$ cat src/rtl/rr_grant_arb_if.sv
// Request/grant bundle between per-channel request queues (master) and the
// round-robin arbiter (slave).
interface rr_grant_arb_if #(
  parameter int unsigned LG_N = 2
);
  localparam int unsigned N = 1 << LG_N;

  logic [N-1:0]    req;
  logic [N-1:0]    req_last;
  logic            gnt_ready;
  logic            gnt_valid;
  logic [LG_N-1:0] gnt_idx;
  logic [N-1:0]    gnt_onehot;

  modport master (
    output req, req_last, gnt_ready,
    input  gnt_valid, gnt_idx, gnt_onehot
  );

  modport slave (
    input  req, req_last, gnt_ready,
    output gnt_valid, gnt_idx, gnt_onehot
  );
endinterface

$ cat src/rtl/rr_grant_arb.sv
// Round-robin arbiter with a registered grant held until accepted.
// Define RR_GRANT_ARB_BURST_EN to enable multi-beat locked bursts (req_last, MAX_BURST).
module rr_grant_arb #(
  parameter int unsigned LG_N      = 2,
  parameter int unsigned MAX_BURST = 4
) (
  input logic           clk,
  input logic           rst,
  rr_grant_arb_if.slave bus
);
  localparam int unsigned N = 1 << LG_N;

  typedef enum logic [1:0] {
    StIdle,
    StGrant,
    StLockWait,
    StLockGrant
  } state_e;

  state_e          state_q, state_d;
  logic [LG_N-1:0] gnt_idx_q, gnt_idx_d;
  logic [LG_N-1:0] r_ptr_q, r_ptr_d;

  logic            gnt_valid;
  logic            accept;
  logic            slot_free;
  logic            any_req;
  logic [LG_N-1:0] arb_ptr;
  logic [LG_N-1:0] winner;
  logic [LG_N-1:0] idx_inc;

  // Lowest set bit of req after rotating so that bit ptr lands at position 0.
  function automatic logic [LG_N-1:0] rr_pick(input logic [N-1:0] r, input logic [LG_N-1:0] p);
    logic [N-1:0]    rot;
    logic [LG_N-1:0] pick;
    rot  = N'({r, r} >> p);
    pick = p;
    for (int i = N - 1; i >= 0; i--) begin
      if (rot[i]) pick = p + LG_N'(i);
    end
    return pick;
  endfunction

  assign gnt_valid = (state_q == StGrant) || (state_q == StLockGrant);
  assign accept    = gnt_valid & bus.gnt_ready;
  assign slot_free = ~gnt_valid | accept;
  assign any_req   = |bus.req;
  assign idx_inc   = gnt_idx_q + LG_N'(1);
  assign arb_ptr   = accept ? idx_inc : r_ptr_q;
  assign winner    = rr_pick(bus.req, arb_ptr);

`ifdef RR_GRANT_ARB_BURST_EN
  localparam int unsigned BeatW = $clog2(MAX_BURST) + 1;
  localparam logic [BeatW-1:0] MaxBeat = BeatW'(MAX_BURST);

  logic [BeatW-1:0] beat_q, beat_d;
  logic [BeatW-1:0] beat_nxt;
  logic             locked;
  logic             release_lock;
  logic             req_locked;

  assign locked       = (state_q == StLockWait) || (state_q == StLockGrant);
  assign beat_nxt     = locked ? beat_q + BeatW'(1) : BeatW'(1);
  assign release_lock = bus.req_last[gnt_idx_q] || (beat_nxt >= MaxBeat);
  assign req_locked   = bus.req[gnt_idx_q];

  always_comb begin
    state_d   = state_q;
    gnt_idx_d = gnt_idx_q;
    r_ptr_d   = r_ptr_q;
    beat_d    = beat_q;
    unique case (state_q)
      StIdle, StGrant: begin
        if (accept && !release_lock) begin
          // First beat of a burst: stay on this channel, pointer frozen.
          beat_d  = beat_nxt;
          state_d = req_locked ? StLockGrant : StLockWait;
        end else if (slot_free) begin
          if (accept) r_ptr_d = idx_inc;
          if (any_req) begin
            state_d   = StGrant;
            gnt_idx_d = winner;
          end else begin
            state_d = StIdle;
          end
        end
      end
      StLockWait: begin
        if (req_locked) state_d = StLockGrant;
      end
      StLockGrant: begin
        if (accept) begin
          if (release_lock) begin
            beat_d  = '0;
            r_ptr_d = idx_inc;
            if (any_req) begin
              state_d   = StGrant;
              gnt_idx_d = winner;
            end else begin
              state_d = StIdle;
            end
          end else begin
            beat_d  = beat_nxt;
            state_d = req_locked ? StLockGrant : StLockWait;
          end
        end
      end
      default: state_d = StIdle;
    endcase
  end

  always_ff @(posedge clk or posedge rst) begin
    if (rst) begin
      beat_q <= '0;
    end else begin
      beat_q <= beat_d;
    end
  end
`else
  logic unused_req_last;
  assign unused_req_last = ^bus.req_last;

  always_comb begin
    state_d   = state_q;
    gnt_idx_d = gnt_idx_q;
    r_ptr_d   = r_ptr_q;
    if (accept) r_ptr_d = idx_inc;
    if (slot_free) begin
      if (any_req) begin
        state_d   = StGrant;
        gnt_idx_d = winner;
      end else begin
        state_d = StIdle;
      end
    end
  end
`endif

  always_ff @(posedge clk or posedge rst) begin
    if (rst) begin
      state_q   <= StIdle;
      gnt_idx_q <= '0;
      r_ptr_q   <= '0;
    end else begin
      state_q   <= state_d;
      gnt_idx_q <= gnt_idx_d;
      r_ptr_q   <= r_ptr_d;
    end
  end

  always_comb begin
    bus.gnt_valid  = gnt_valid;
    bus.gnt_idx    = gnt_idx_q;
    bus.gnt_onehot = '0;
    if (gnt_valid) bus.gnt_onehot[gnt_idx_q] = 1'b1;
  end
endmodule

$ cat src/flat_wrapper.sv
// flat-port wrapper written by rule: the top's interface ports become plain ports
module rr_grant_arb_flat 
#(
  parameter int unsigned LG_N      = 2,
  parameter int unsigned MAX_BURST = 4
)
  (clk, rst, bus_req, bus_req_last, bus_gnt_ready, bus_gnt_valid, bus_gnt_idx, bus_gnt_onehot);
  rr_grant_arb_if #(.LG_N(LG_N)) bus_i ();
  input logic clk;
  input logic rst;
  input wire logic [$bits(bus_i.req)-1:0] bus_req;
  input wire logic [$bits(bus_i.req_last)-1:0] bus_req_last;
  input wire logic [$bits(bus_i.gnt_ready)-1:0] bus_gnt_ready;
  output wire logic [$bits(bus_i.gnt_valid)-1:0] bus_gnt_valid;
  output wire logic [$bits(bus_i.gnt_idx)-1:0] bus_gnt_idx;
  output wire logic [$bits(bus_i.gnt_onehot)-1:0] bus_gnt_onehot;
  assign bus_i.req = bus_req;
  assign bus_i.req_last = bus_req_last;
  assign bus_i.gnt_ready = bus_gnt_ready;
  assign bus_gnt_valid = bus_i.gnt_valid;
  assign bus_gnt_idx = bus_i.gnt_idx;
  assign bus_gnt_onehot = bus_i.gnt_onehot;
  rr_grant_arb #(.LG_N(LG_N), .MAX_BURST(MAX_BURST)) u_core (.clk(clk), .rst(rst), .bus(bus_i));
endmodule
$ cat config.mk
export PLATFORM = sky130hd
export DESIGN_NAME = rr_grant_arb_flat
export DESIGN_NICKNAME = d
export VERILOG_FILES = /design/src/rtl/rr_grant_arb_if.sv /design/src/rtl/rr_grant_arb.sv /design/src/flat_wrapper.sv
export SDC_FILE = /design/constraint.sdc
export NUM_CORES = 1
export LEC_CHECK = 0
export BUFFER_PORTS_ARGS = -buffer_cell sky130_fd_sc_hd__buf_4
export CAP_MARGIN = 20
export CORE_AREA = 2 2 39 41
export CTS_CLUSTER_SIZE = 30
export DETAILED_ROUTE_END_ITERATION = 12
export DIE_AREA = 0 0 41 43
export REMOVE_ABC_BUFFERS = 1
export SYNTH_ARGS = -nofsm -noshare
export SYNTH_HDL_FRONTEND = slang
export SYNTH_SLANG_ARGS = --single-unit
$ cat constraint.sdc
create_clock -name clk -period 4.9 [get_ports clk]
set_clock_uncertainty 0.05 [all_clocks]
set_input_delay 0.98 -clock clk [delete_from_list [all_inputs] [get_ports clk]]
set_output_delay 0.98 -clock clk [all_outputs]
set_load 0.005 [all_outputs]
# ---- Word level (Yosys, flattened, before mapping)
# Cells that the tools add are included.
dict set report op_classes {
  add_sub_neg 4
  n_eq_ne 2
  n_shift 1
  reduce_logical 4
  n_mux 9
  n_bitwise 3
  n_lt_le_gt_ge 2
}
# cell count
set ops {}
lappend ops {{two-way mux 2 bit} 5}
lappend ops {{right shift 8 x 2 -> 4 bit} 1}
lappend ops {{adder 2 x 1 -> 2 bit (second input constant)} 2}
lappend ops {{adder 2 bit (second input constant)} 2}
lappend ops {{two-way mux 4 bit} 1}
lappend ops {{OR reduction 4 bit} 1}
lappend ops {{less-than comparator 2 x 3 -> 1 bit (second input constant)} 1}
lappend ops {{demux 1 bit (select 2 bit)} 1}
lappend ops {{== test 2 x 1 -> 1 bit (second input constant)} 1}
lappend ops {{== test 2 bit (second input constant)} 1}
lappend ops {{>= comparator 2 x 1 -> 1 bit (second input constant)} 1}
lappend ops {{two-way mux 1 bit} 2}
lappend ops {{AND reduction 2 bit} 1}
lappend ops {{bitwise AND 1 bit} 1}
lappend ops {{logical AND 1 bit} 1}
lappend ops {{logical OR 1 bit} 1}
lappend ops {{inverter 1 bit} 1}
lappend ops {{bitwise OR 1 bit} 1}
dict set report totals {
  elab_cells 28
  input_bits 11
  output_inout_bits 7
  reg_bits 6
}

# ---- Depth between registers and ports, before layout
# Gate-level depths: netlist of run 1.
dict set report depth {
  word_depth 9
  mapped_depth 6
  ltp_nobuf 6
}

# ---- Worst setup path after synthesis of run 1
# No wires, ideal clock.
dict set report synth_path {
  path_type {input -> register}
  startpoint {in bus_req[3]}
  endpoint {reg u_core.gnt_idx_q[1], in the netlist u_core.bus.gnt_idx[1]}
  setup_slack_ns 2.893
  required_time_ns 4.724
  t_arrival_ns 1.831
  cell_stages 4
  n_path_buf 0
  setup_time_ns 0.126
  cell_sequence {nor4_1 -> a21o_1 -> a211oi_1 -> a221o_1}
}
dict set report synth_between {
  elab_chain_cells 5
  elab_cells_between_ends 7
  classes_between {shift: 1; mux: 4; reduce/logical: 2}
}
# item line
set synth_lines {}
lappend synth_lines {{start: declaration} flat_wrapper.sv:11} ;# input wire logic [$bits(bus_i.req)-1:0] bus_req;
lappend synth_lines {{right shift 8 x 2 -> 4 bit} rr_grant_arb.sv:36} ;# rot = N'({r, r} >> p);
lappend synth_lines {{two-way mux 2 bit (4 in series)} rr_grant_arb.sv:39} ;# if (rot[i]) pick = p + LG_N'(i);
lappend synth_lines {{end signal: assignment} rr_grant_arb.sv:146} ;# gnt_idx_q <= gnt_idx_d;
lappend synth_lines {{end: declaration} rr_grant_arb.sv:21} ;# logic [LG_N-1:0] gnt_idx_q, gnt_idx_d;
# Parallel ways exist; a longest one is shown, timed or not.
# A chain may end at the register's enable or synchronous reset.

# ---- Worst setup path after layout of run 1
dict set report layout_path {
  startpoint {reg u_core.gnt_idx_q[0], in the netlist u_core.bus.gnt_idx[0]}
  endpoint {out bus_gnt_onehot[0]}
}
dict set report layout_between {
  elab_chain_cells 5
  elab_cells_between_ends 6
  classes_between {order compare: 2; mux: 3; reduce/logical: 1}
}
# item line
set layout_lines {}
lappend layout_lines {{less-than comparator 2 x 3 -> 1 bit (not written as such) / >= comparator 2 x 1 -> 1 bit (equally long branches)} rr_grant_arb.sv:155} ;# if (gnt_valid) bus.gnt_onehot[gnt_idx_q] = 1'b1;
lappend layout_lines {{logical AND 1 bit (not written as such)} rr_grant_arb.sv:155}
lappend layout_lines {{two-way mux 1 bit (not written as such)} rr_grant_arb.sv:155}
lappend layout_lines {{demux 1 bit (select 2 bit) *} --}
lappend layout_lines {{two-way mux 4 bit *} rr_grant_arb.sv:155}
lappend layout_lines {{end: declaration} flat_wrapper.sv:16} ;# output wire logic [$bits(bus_i.gnt_onehot)-1:0] bus_gnt_onehot;
# Every way passes the cells marked *; elsewhere a longest branch is shown, timed or not.

==> results_dict.tcl, run 1 <==
set metrics [dict create \
    clock_sinks 5 \
    cts-root-buf "clkbuf_4" \
    r2r_slack_ps 3050 \
    worst_path_largest_cell_delay_ps 440 \
    rsz0062_at_grt "false" \
    routedWlPerCell_um 11.5 \
    num_rows 14 \
    ys.flop_type "dfrtp_1" \
    cts_tree "built" \
    p_per_area_mw_per_mm2 479 \
    rr_worst_depth 6 \
    cts_buffers 3 \
    dr.max_layer_used "met3" \
    placed_cell_area_um2 568 \
    peakVddDrop_uv 243 \
    synth_edf_count 0 \
    timing.final.crit_period_ps 2290 \
    initial_core_util_pct 32.9 \
    seq_area_frac_synth_pct 27.5 \
    end_kind "output pin" \
    overflow 0 \
    ys_types 26 \
    fmax_ghz 0.436 \
    worstSetupStartpointType "register" \
    antenna_found_initial 0 \
    hpwl_um 749 \
    fp.coreArea_mm2 0.00138 \
    first_iter_violations 4 \
    dieArea_mm2 0.00176 \
    worstHoldStart "u_core.bus.gnt_idx[1]" \
    slew_headroom_pct 69.2 \
    finalCritPeriodShare_pct 46.8 \
    routed-wl-met2_um 495 \
    grt_first_pass_wirelength_um 1660 \
    synth_area_um2 455 \
    p_leak_nw 0.295 \
    first_global_vias 383 \
    cts_buffer_depth 2 \
    path_clk_slew_ps 40 \
    cts_htree_levels 1 \
    ys_warn_count 0 \
    viasPerCell 4.73 \
    vias 388 \
    status "finished clean" \
    final_hold_viol_count 0 \
    whs_ps 557 \
    ys_async_sr_fraction_pct 100 \
    hold_end "u_core.bus.gnt_idx[1]" \
    io_buffers 13 \
    hold_depth 1 \
    hold_class "register to register" \
    final_util_pct 42.9 \
    drc 0 \
    crit_arrival_ps 1260 \
    setup_viol 0 \
    synth-seq-cells 5 \
    grt.total_usage_pct 14.3 \
    crit_buf_inv 2 \
    slowest_stage "dfrtp_1" \
    drive_above_1_share_pct 33.3 \
    r2r-end "u_core.bus.gnt_idx[0]" \
    report.final.slew_viol_count 0 \
    maxCapViolCount 0 \
    tns_ps 0 \
    wl_um 946 \
    syn_inst 50 \
    critical_path.top_delay_family "flip-flops" \
    die_h_um 43 \
    worstPathMaxFanout 6 \
    globalplace.congestion 0.789 \
    crit_start "u_core.bus.gnt_idx[0]" \
    cts.repair.resized 0 \
    nets 82 \
    die_w_um 41 \
    wl_met1_um 395 \
    antennaDiodeCount 0 \
    cts_setup_buffers 0 \
    ctsHoldBuffers 0 \
    insertion_delay_ps 240 \
    crit_chain "inv_1, ha_1, and2_1, buf_4" \
    syn_area_per_cell_um2 9.11 \
    drtAntennaViolNets 0 \
    grt_max_degree 13 \
    reg2reg_from "u_core.bus.gnt_idx[0]" \
    pin_count 18 \
    criticalPathCategory "register to output pin" \
    drt_first_pass_iters 2 \
    met3WireLength_um 55 \
    crit_required_ps 3870 \
    syn2layout_area_growth_pct 30.5 \
    fin_area_um2 594 \
    tightest_slew_ps 458 \
]
-- worst max-delay path by stage --
stage	end	slack (ps)	depth (start not counted)
2_1_floorplan	u_core.bus.gnt_idx[1]	2890	4
3_3_place_gp	u_core.bus.gnt_idx[1]	2630	5
3_5_place_dp	u_core.bus.gnt_idx[1]	2610	5
4_1_cts	bus_gnt_onehot[0]	2580	4
5_1_grt	bus_gnt_onehot[2]	2500	4
6_report	bus_gnt_onehot[0]	2610	4
-- cell families after synthesis --
logic type	count (synthesis)	share of synthesized area [%]
buffers and inverters	10	8.51
flip-flops	5	27.5
AO/OA/AOI/OAI	12	22.0
adder cells (fa/ha/maj)	4	11.0
multiplexers	3	9.34
AND/OR/NAND/NOR	16	21.7
-- cells in the final DEF, fill, tap and decap left out, types with 2 or more instances in the layout --
master / count
nor2b_1: 4
dfrtp_1: 5
buf_4: 13
mux2i_1: 2
clkbuf_4: 3
inv_1: 8
a21oi_1: 2
and2_1: 4
a311oi_1: 2
nor2_1: 2
ha_1: 4
-- flip-flops by register name (all words and copies together), names as in the netlist --
name                flops
u_core.bus.gnt_idx      2
u_core.r_ptr_q          2
u_core.state_q          1
-- stage by stage --
stage / setup WS [ps] / total power, mW / std cells
final: 2610 / 0.285 / 82
after global routing: 2500 / 0.319 / 82
after CTS: 2580 / 0.290 / 82
after detailed placement: 2610 / 0.241 / 78
after global placement: 2630 / 0.239 / 78
after floorplan: 2890 / 0.176 / 49
-- synth_stat cells, types with 2 or more instances --
library cell / number / area share, %
a311oi_1: 2 / 3.8
ha_1: 4 / 11
a21oi_1: 2 / 2.2
inv_1: 8 / 6.6
and2_1: 4 / 5.5
mux2i_1: 2 / 4.4
nor2_1: 2 / 1.6
nor2b_1: 4 / 5.5
dfrtp_1: 5 / 27
-- metal layers --
metal  up-vias  GRT usage [%]
li1        206              -
met1       171           16.4
met2        11           22.2
met3         0           7.85
met4         0           4.00
met5         -              0
-- power by group --
group          internal, mW  switching (mW)  leakage, nW
combinational        0.0850          0.0731        0.224
clock                0.0308          0.0166       0.0150
sequential           0.0586          0.0207       0.0558
total                 0.174           0.110        0.295
-- cell type report --
type / instances / area [um2]
fillers: 144 / 790
multi-input cells: 35 / 292
flip-flops and latches: 5 / 125
well taps: 16 / 20.0
repair buffers: 13 / 97.6
clock buffers: 4 / 26.3
inverters: 9 / 33.8
(Power assumes the default switching activity.)
==> inputs of run 2 (changes only) <==
==> constraint.sdc (replaced) <==
create_clock -name clk -period 2.07 [get_ports clk]
set_clock_uncertainty 0.05 [all_clocks]
set_input_delay 0.414 -clock clk [delete_from_list [all_inputs] [get_ports clk]]
set_output_delay 0.414 -clock clk [all_outputs]
set_load 0.005 [all_outputs]
==> results_dict.tcl, run 2 (synthesis gave the netlist of run 1 again) <==
set metrics [dict create \
    worstPathMaxFanout 5 \
    nets 85 \
    power_frac_clock_pct 15.7 \
    antenna_found_initial 0 \
    final_util_pct 44.6 \
    grt.total_usage_pct 14.0 \
    vias 414 \
    final_hold_viol_count 0 \
    finalWorstSetupSlack_ps 294 \
    tightest_slew_ps 480 \
    routedWlPerCell_um 12.0 \
    power_switching_mw 0.269 \
    maxCapViolCount 0 \
    placed_cell_area_um2 591 \
    finalCritPeriodShare_pct 85.8 \
    setup_viol 0 \
    report.final.slew_viol_count 0 \
    first_iter_violations 4 \
    netSwitchingFraction_pct 38.1 \
    crit_arrival_ps 1860 \
    peakVddDrop_uv 550 \
    ctsHoldBuffers 0 \
    die_h_um 43 \
    io_buffers 13 \
    drc 0 \
    cts_buffers 3 \
    grt_first_pass_wirelength_um 1650 \
    insertion_delay_ps 240 \
    criticalPathCategory "register to register" \
    drtAntennaViolNets 0 \
    viasPerCell 4.87 \
    die_w_um 41 \
    pin_count 18 \
    dr.max_layer_used "met3" \
    cts-root-buf "clkbuf_4" \
    internal-power_mw 0.437 \
    slew_headroom_pct 67.7 \
    cts_buffer_depth 2 \
    routed-wl-met2_um 521 \
    cts.repair.resized 0 \
    first_global_vias 392 \
    worst_path_largest_cell_delay_ps 410 \
    fin_area_um2 617 \
    met3WireLength_um 52 \
    rsz0062_at_grt "false" \
    cts_setup_buffers 0 \
    p_total_mw 0.706 \
    p_per_area_mw_per_mm2 1140 \
    drive_above_1_share_pct 36.2 \
    crit_buf_inv 1 \
    path_clk_slew_ps 40 \
    p_leak_nw 0.309 \
    cts_tree "built" \
    clock_sinks 5 \
    dieArea_mm2 0.00176 \
    globalplace.congestion 0.782 \
    syn2layout_area_growth_pct 35.4 \
    pre_cts_ws_ps 271 \
    p_seq_share_pct 25.1 \
    place_inst 81 \
    initial_core_util_pct 32.9 \
    tns_ps 0 \
    layout_commonest_cell "buf_4" \
    crit_chain "inv_1, ha_1, nor2b_1, nand3_1, a32o_1, a311oi_1" \
    whs_ps 18.7 \
    end_kind "register" \
    fp.coreArea_mm2 0.00138 \
    power_frac_comb_pct 59.3 \
    hold_class "primary input to asynchronous set/reset pin" \
    wl_um 1020 \
    drt_first_pass_iters 2 \
    cts_htree_levels 1 \
    slowest_stage "dfrtp_1" \
    grt_max_degree 11 \
    num_rows 14 \
    final_cells 85 \
    fmax_ghz 0.563 \
    worstSetupStartpointType "register" \
    status "finished clean" \
    overflow 0 \
    critical_path.top_delay_family "compound AO/OA/AOI/OAI gates" \
    wl_met1_um 444 \
    hpwl_um 824 \
    final_cell_mix "buf_4 (16), inv_1 (8), dfrtp_1 (5)" \
    antennaDiodeCount 0 \
    timing.final.crit_period_ps 1780 \
    crit_required_ps 2150 \
]
## run 2: cell types whose count changed in the layout (fill, tap and decap cells not counted)
| cell | previous run | this run |
|---|---|---|
| buf_4 | 13 | 16 |
## run 2: final timing paths
kind,startpoint,slack [ps],depth (start not counted),endpoint
worst max-delay path,u_core.bus.gnt_idx[1],290,6,u_core.bus.gnt_idx[0]
worst min-delay path,rst,20,2,u_core.bus.gnt_idx[0]
worst max register to register,u_core.bus.gnt_idx[1],290,6,u_core.bus.gnt_idx[0]
worst min register to register,u_core.bus.gnt_idx[1],580,1,u_core.bus.gnt_idx[1]
max in group asynchronous,rst,1780,2,u_core.r_ptr_q[0]
min in group clk,bus_gnt_ready,370,2,u_core.state_q[0]
## run 2: per-layer routing
| layer | vias to the layer above | GRT usage [%] |
|---|---|---|
| met4 | 0 | 2.00 |
| met2 | 10 | 22.5 |
| met1 | 189 | 17.0 |
| met3 | 0 | 6.28 |
| met5 | - | 0 |
| li1 | 215 | - |
## run 2: area by class of cell
class | instances | area (um2)
flip-flops and latches | 5 | 125
multi-input cells | 35 | 292
inverters | 9 | 33.8
clock buffers | 4 | 26.3
repair buffers | 16 | 120
fillers | 153 | 767
well taps | 16 | 20.0
## run 2: power by group through the flow
stage                     clock [mW]  sequential, mW  combinational (mW)
after floorplan                    0           0.179               0.238
after global placement             0           0.180               0.416
after detailed placement           0           0.180               0.424
after CTS                      0.115           0.179               0.425
after global routing           0.125           0.183               0.467
final                          0.110           0.177               0.419
==> inputs of run 3 (changes only) <==
--- a/config.mk
+++ b/config.mk
@@ -5,13 +5,14 @@
 export SDC_FILE = /design/constraint.sdc
 export NUM_CORES = 1
 export LEC_CHECK = 0
-export BUFFER_PORTS_ARGS = -buffer_cell sky130_fd_sc_hd__buf_4
+export BUFFER_PORTS_ARGS = -buffer_cell sky130_fd_sc_hd__buf_2
 export CAP_MARGIN = 20
 export CORE_AREA = 2 2 39 41
 export CTS_CLUSTER_SIZE = 30
 export DETAILED_ROUTE_END_ITERATION = 12
 export DIE_AREA = 0 0 41 43
 export REMOVE_ABC_BUFFERS = 1
+export SETUP_SLACK_MARGIN = 0.1
 export SYNTH_ARGS = -nofsm -noshare
 export SYNTH_HDL_FRONTEND = slang
 export SYNTH_SLANG_ARGS = --single-unit
==> results_dict.tcl, run 3 (synthesis gave the netlist of run 1 again) <==
set metrics [dict create \
    crit_chain "inv_1, ha_1, nor2b_1, nand3_1, a32o_1, a311oi_1" \
    tns_ps 0 \
    rsz0062_at_grt "false" \
    io_buffers 13 \
    p_total_mw 0.659 \
    vias 424 \
    whs_ps 394 \
    setup_viol 0 \
    final_cell_mix "buf_2 (13), inv_1 (8), dfrtp_1 (5)" \
    crit_required_ps 2160 \
    p_per_area_mw_per_mm2 1120 \
    grt.total_usage_pct 15.6 \
    drc 0 \
    finalCritPeriodShare_pct 85.3 \
    placed_cell_area_um2 551 \
    p_leak_nw 0.298 \
    antenna_found_initial 0 \
    slowest_stage "dfrtp_1" \
    cts_htree_levels 1 \
    dieArea_mm2 0.00176 \
    final_hold_viol_count 0 \
    overflow 0 \
    cts.repair.resized 0 \
    critical_path.top_delay_family "compound AO/OA/AOI/OAI gates" \
    tightest_slew_ps 496 \
    num_rows 14 \
    viasPerCell 4.99 \
    fp.coreArea_mm2 0.00138 \
    grt_first_pass_wirelength_um 1830 \
    fin_area_um2 587 \
    maxCapViolCount 0 \
    report.final.slew_viol_count 0 \
    routedWlPerCell_um 11.8 \
    die_w_um 41 \
    layout_commonest_cell "buf_2" \
    clock_sinks 5 \
    globalplace.congestion 0.807 \
    pin_count 18 \
    first_global_vias 420 \
    criticalPathCategory "register to register" \
    path_clk_slew_ps 40 \
    crit_arrival_ps 1850 \
    status "finished clean" \
    worst_path_largest_cell_delay_ps 400 \
    r2r_slack_ps 300 \
    drtAntennaViolNets 0 \
    first_iter_violations 1 \
    grt_max_degree 10 \
    syn2layout_area_growth_pct 28.8 \
    peakVddDrop_uv 626 \
    end_kind "register" \
    insertion_delay_ps 240 \
    antennaDiodeCount 0 \
    drt_first_pass_iters 2 \
    multiInputGateArea_um2 292 \
    nets 85 \
    place_inst 80 \
    fmax_ghz 0.566 \
    timing.final.crit_period_ps 1770 \
    final_cells 85 \
    initial_core_util_pct 32.9 \
    cts_buffers 3 \
    drive_above_1_share_pct 34.8 \
    worstPathMaxFanout 5 \
    regArea_um2 125 \
    fillers 153 \
    slew_headroom_pct 66.6 \
    hold_class "primary input to register" \
    wl_um 1000 \
    crit_buf_inv 1 \
    cts_tree "built" \
    die_h_um 43 \
    worstSetupStartpointType "register" \
    cts_buffer_depth 2 \
    cts-root-buf "clkbuf_4" \
]
==> run 3: worst paths after layout <==
check                                      start  cells past startpoint                    end
max                        u_core.bus.gnt_idx[1]                      6  u_core.bus.gnt_idx[0]
min                                bus_gnt_ready                      2      u_core.state_q[0]
max reg2reg                u_core.bus.gnt_idx[1]                      6  u_core.bus.gnt_idx[0]
min reg2reg                u_core.bus.gnt_idx[1]                      1  u_core.bus.gnt_idx[1]
max in group asynchronous                    rst                      3      u_core.r_ptr_q[1]
min in group asynchronous                    rst                      3      u_core.r_ptr_q[0]
==> run 3: stage by stage <==
step	util (%)	setup slack (ps)
after floorplan	-	375
after global placement	39.8	306
after detailed placement	39.8	282
after CTS	42.4	270
after global routing	42.4	164
final	42.4	304
==> run 3: final cells by class <==
type / instances / area share (%)
tap: 16 / 3.41
inverter: 9 / 5.76
multi-input combinational: 35 / 49.7
timing repair buffer: 16 / 15.4
sequential: 5 / 21.3
clock buffer: 4 / 4.48
==> run 3: what timing repair did <==
action	CTS	global route
buffers inserted	0	0
hold buffers	1	0
endpoints found under the hold margin	3	0
==> run 3: metal layers <==
layer | GRT usage (%) | wire [um] | up-vias
li1 | - | - | 213
met1 | 18.4 | 387 | 200
met2 | 24.1 | 554 | 11
met3 | 7.85 | 58 | 0
met4 | 4.00 | 0 | 0
met5 | 0 | 0 | -
==> run 3: power by group <==
group          total, mW  switching [mW]  internal [mW]
sequential         0.175          0.0365          0.139
clock              0.114          0.0412         0.0730
combinational      0.370           0.188          0.181
total              0.659           0.266          0.393
